### config.mk
export PLATFORM = sky130hd
export DESIGN_NAME = alu16
export DESIGN_NICKNAME = d
export VERILOG_FILES = /design/src/rtl/alu16_pkg.sv /design/src/rtl/alu16_comb.sv /design/src/rtl/alu16.sv
export SDC_FILE = /design/constraint.sdc
export NUM_CORES = 1
export LEC_CHECK = 0
export CAP_MARGIN = 20
export CORE_AREA = 5 5 87 65
export DETAILED_ROUTE_END_ITERATION = 6
export DIE_AREA = 0 0 92 70
export PLACE_DENSITY = 0.95
export SYNTH_ARGS = -nofsm -noshare
export SYNTH_HDL_FRONTEND = slang
export SYNTH_SLANG_ARGS = --single-unit
### constraint.sdc
create_clock -name clk -period 0.8 [get_ports clk]
set_input_delay 0.16 -clock clk [delete_from_list [all_inputs] [get_ports clk]]
set_output_delay 0.16 -clock clk [all_outputs]
set_load 0.05 [all_outputs]
### src/rtl/alu16_pkg.sv
// Shared constants for the 16-bit registered ALU: opcode encodings,
// datapath width and status-flag bit positions.
package alu16_pkg;

    localparam int unsigned WIDTH = 16;

    // Status bit indices
    localparam int unsigned ZERO = 0;
    localparam int unsigned NEG  = 1;

    // Opcode encodings; 3'b101..3'b111 are illegal
    typedef enum logic [2:0] {
        OP_AND = 3'b000,
        OP_OR  = 3'b001,
        OP_XOR = 3'b010,
        OP_ADD = 3'b011,
        OP_SUB = 3'b100
    } opcode_e;

endpackage : alu16_pkg

### src/rtl/alu16_comb.sv
// Combinational result and flag generation for alu16. An illegal opcode
// yields a zero result with both flags clear, so the zero flag is not
// raised for that case.
module alu16_comb
    import alu16_pkg::*;
(
    input  logic [2:0]       opcode,
    input  logic [WIDTH-1:0] in0,
    input  logic [WIDTH-1:0] in1,
    output logic [WIDTH-1:0] result,
    output logic [1:0]       flags
);

    logic legal;

    // Select the operation result; add/sub wrap modulo 2^16 with carry/borrow dropped
    always_comb begin
        result = '0;
        legal  = 1'b1;
        case (opcode)
            OP_AND:  result = in0 & in1;
            OP_OR:   result = in0 | in1;
            OP_XOR:  result = in0 ^ in1;
            OP_ADD:  result = in0 + in1;
            OP_SUB:  result = in0 - in1;
            default: begin
                result = '0;
                legal  = 1'b0;
            end
        endcase
    end

    // Derive zero/negative flags from the new result, only for legal opcodes
    always_comb begin
        flags       = '0;
        flags[ZERO] = legal && (result == '0);
        flags[NEG]  = legal && result[WIDTH-1];
    end

endmodule : alu16_comb

### src/rtl/alu16.sv
// 16-bit ALU with one cycle of latency: result and status flags are
// registered on every rising clock edge; asynchronous active-low reset.
module alu16
    import alu16_pkg::*;
(
    input  logic             clk,
    input  logic             rst_n,
    input  logic [2:0]       opcode,
    input  logic [WIDTH-1:0] in0,
    input  logic [WIDTH-1:0] in1,
    output logic [WIDTH-1:0] out,
    output logic [1:0]       status
);

    logic [WIDTH-1:0] result;
    logic [1:0]       flags;
    logic [WIDTH-1:0] out_d, out_q;
    logic [1:0]       status_d, status_q;

    alu16_comb u_comb (
        .opcode (opcode),
        .in0    (in0),
        .in1    (in1),
        .result (result),
        .flags  (flags)
    );

    // Next register values come straight from the combinational core
    always_comb begin
        out_d    = result;
        status_d = flags;
    end

    // Output/status registers, cleared asynchronously by reset
    always_ff @(posedge clk or negedge rst_n) begin
        if (!rst_n) begin
            out_q    <= '0;
            status_q <= '0;
        end else begin
            out_q    <= out_d;
            status_q <= status_d;
        end
    end

    assign out    = out_q;
    assign status = status_q;

endmodule : alu16

==> results.yml, run 1 <==
clock_network:
  cts_max_level: 1
  cts_resized: 122
  cts_setup_buffers: 19
  cts_buffer_depth: 2
  ctsHoldBuffers: 0
  cts_sinks: 18
  cts-root-buf: "clkbuf_8"
  cts_buffers: 3
logic_synthesis:
  synth_warnings: 0
  synth_area_mm2: 0.00260
  ys_async_sr_fraction_pct: 100
  synth_top_area_share_pct: 23.1
  synth.distinct_cells: 60
  synth_nets: 412
  synth-edff-count: 0
  synth_seq_cells: 18
  synth_commonest_cells: "ha_1, inv_1, a21oi_1"
  synth_area_leaders: "ha_1, dfrtp_1, inv_1"
  yosysMostFrequentCell: "ha_1"
  syn_avg_cell_area_um2: 7.98
  synthCells: 326
  ys_seq_area_share_pct: 17.3
  yosysTopAreaCell: "ha_1"
  synthFlopType: "dfrtp_1"
placement:
  gp_congestion: 1.04
  place_hpwl_um: 9920
  portBuffers: 54
floorplanning:
  die_h_um: 70
  num_io_pins: 55
  start_util_pct: 55.6
  num_rows: 21
  fp.dieW_um: 92
outcome:
  status: "did not finish"
  error: "[ERROR DPL-0038] Utilization greater than 100%, impossible to legalize"
  lastStage: "clock tree synthesis (4_1_cts)"
==> kinds of logic after synthesis <==
kind of cell	share of synthesized area, %
AOI/OAI and AO/OA	23.7
and+or+nand+nor	17.0
buffers and inverters	8.46
adders and majority gates	23.9
xor gates and xnor gates	7.74
DFF	17.3
muxes	1.92
==> metrics by stage <==
stage	cells	setup slack [ps]	cell area (um2)	hold slack, ps	util [%]
2_1_floorplan	326	-2260	2730	-136	-
3_3_place_gp	535	-2820	4270	507	91.2
3_5_place_dp	535	-3280	4270	523	91.2
==> run 2: changes to the inputs <==
CORE_AREA = 5 5 87 89   (was 5 5 87 65)
DIE_AREA = 0 0 92 94   (was 0 0 92 70)
PLACE_DENSITY = unset   (was 0.95)
PLACE_DENSITY_LB_ADDON = 0.15   (was unset)
==> results.yml, run 2 <==
logic_synthesis:
  synth_commonest_cells: "ha_1, inv_1, a21oi_1"
  ys_async_sr_fraction_pct: 100
  yosysMostFrequentCell: "ha_1"
  synth.distinct_cells: 60
  ys_seq_area_share_pct: 17.3
  synth_area_leaders: "ha_1, dfrtp_1, inv_1"
  synth_warnings: 0
  synth-edff-count: 0
  synthCells: 326
  synth_top_area_share_pct: 23.1
  synth_nets: 412
  synth_seq_cells: 18
  syn_avg_cell_area_um2: 7.98
  synthFlopType: "dfrtp_1"
  synth_area_mm2: 0.00260
  yosysTopAreaCell: "ha_1"
critical_path:
  startpoint_type: "primary input"
  cp_max_fo: 3
  cp-end-kind: "flop"
  arrival_ps: 3240
  cp.required_ps: 950
  worstSetupPathType: "primary input to flop"
outcome:
  status: "complete, but fails checks"
  failed_checks: "setup timing"
cells_and_area:
  insertedDiodeCount: 0
  area_growth_pct: 99.4
  final_area_mm2: 0.00519
  drive_above_1_share_pct: 52.1
  largest_reg_flops: 16
  final_cell_mix: "buf_4, ha_1, inv_1"
  final_nets: 604
  final_common_cell: "buf_4"
timing:
  max_clock_freq_mhz: 323
  worst_pin_slew_ps: 361
  rsz0062_at_grt: "yes"
  setup_ws_ps: -2300
  max-slew-margin-rel_pct: 75.7
  finalCriticalPeriod_ps: 3100
  final.period_utilization_pct: 387
  slew_viol_final: 0
  setup_violations: 36
  hold_viol: 0
detailed_routing:
  wl_per_cell_um: 17.9
  vias: 3278
  drt_iter0_drc: 164
  dr.pass1.iters: 4
  wl_um: 10600
  drc_errors: 0
  via_per_inst: 5.50
  antenna_left: 0
floorplanning:
  die_h_um: 94
  start_util_pct: 38.9
  num_rows: 30
  fp.dieW_um: 92
  num_io_pins: 55
  die_area_mm2: 0.00865
  coreArea_mm2: 0.00668
power:
  finalPower_mw: 6.30
  power-per-cell-area_mw_per_mm2: 1210
  ir_drop_mv: 0.597
  leakage_nw: 2.46
placement:
  gp_congestion: 0.927
  place_ws_ps: -2890
  place_hpwl_um: 7030
  placed_cell_area_mm2: 0.00435
  portBuffers: 54
clock_network:
  cts_tree: "done"
  cts_sinks: 18
  clk_pin_slew_worst_paths_ps: 60
  cts_max_level: 1
  cts-root-buf: "clkbuf_8"
  cts_buffers: 3
  cts_buffer_depth: 2
global_route:
  grt_max_degree: 27
  antenna_found_initial: 0
  grt-ovfl-total: 0
  grt_pass1_wl_um: 15400
  grt_pass1_vias: 3254
  grt.total_usage_pct: 22.2
hold_path:
  hp-class: "primary input to async pin"
job:
  drv_cap: 0
run 2: cell counts after synthesis:
Identical to the previous run, type by type.
run 2: metal layers:
layer | track usage [%] | share of wire, % | vias up
met5 | 0 | 0 | -
met4 | 10.4 | 2.7 | 0
met3 | 2.72 | 6.2 | 28
met2 | 39.2 | 51 | 118
met1 | 26.7 | 40 | 1593
li1 | - | - | 1539
run 2: worst paths after layout:
path	from	to	slack, ps
max	opcode[1]	status[0]$_DFF_PN0_	-2300
min	rst_n	out[2]$_DFF_PN0_	260
max in group asynchronous	rst_n	out[10]$_DFF_PN0_	410
min in group clk	opcode[2]	out[0]$_DFF_PN0_	340
run 2: cell families after synthesis:
kind of cell | Yosys count | share of synthesized area [%]
fa+ha+maj | 49 | 23.9
flops | 18 | 17.3
xor+xnor | 23 | 7.74
simple gates | 85 | 17.0
buf+inv | 52 | 8.46
compound gates | 94 | 23.7
mux | 5 | 1.92
run 2: final cells by class:
type	count	area [um2]
clock buffer	3	41.3
fill	415	1490
inverter	41	156
multi-input combinational	256	2540
sequential	18	450
tap	80	100
timing repair buffer	198	1900
run 2: per-stage QoR:
step                hold WS (ps)  instances  TNS [ps]  util [%]
floorplan                   -136        326    -24560         -
global placement             508        565    -38340      65.1
detailed placement           512        565    -38940      65.1
CTS                          254        589    -30080      73.3
global route                 290        596    -32280      77.6
finish                       265        596    -30830      77.6
run 2: critical path: stages:
cell and delay [ps]:
buf_8 100, or3b_4 410, buf_6 140, buf_6 120
nand2_2 80, xnor2_2 140, ha_4 250, or4_4 510
a31o_1 220, or4_1 540, nor4_2 210, nand4bb_1 150
nor4b_2 220
run 2: what timing repair did:
action                     4_1_cts  5_1_grt
setup endpoints to repair       36       36
setup buffers                   24       15
cloned                           0        0
gates resized for setup        133       51
hold buffers                     0        0
pin swaps                       57       48
run 2: power by group:
part	internal (mW)	switching, mW	total (mW)
combinational	2.35	2.24	4.58
sequential	1.04	0.101	1.14
clock	0.333	0.246	0.579
total	3.72	2.58	6.30
Power figures use the tool's default switching activity.
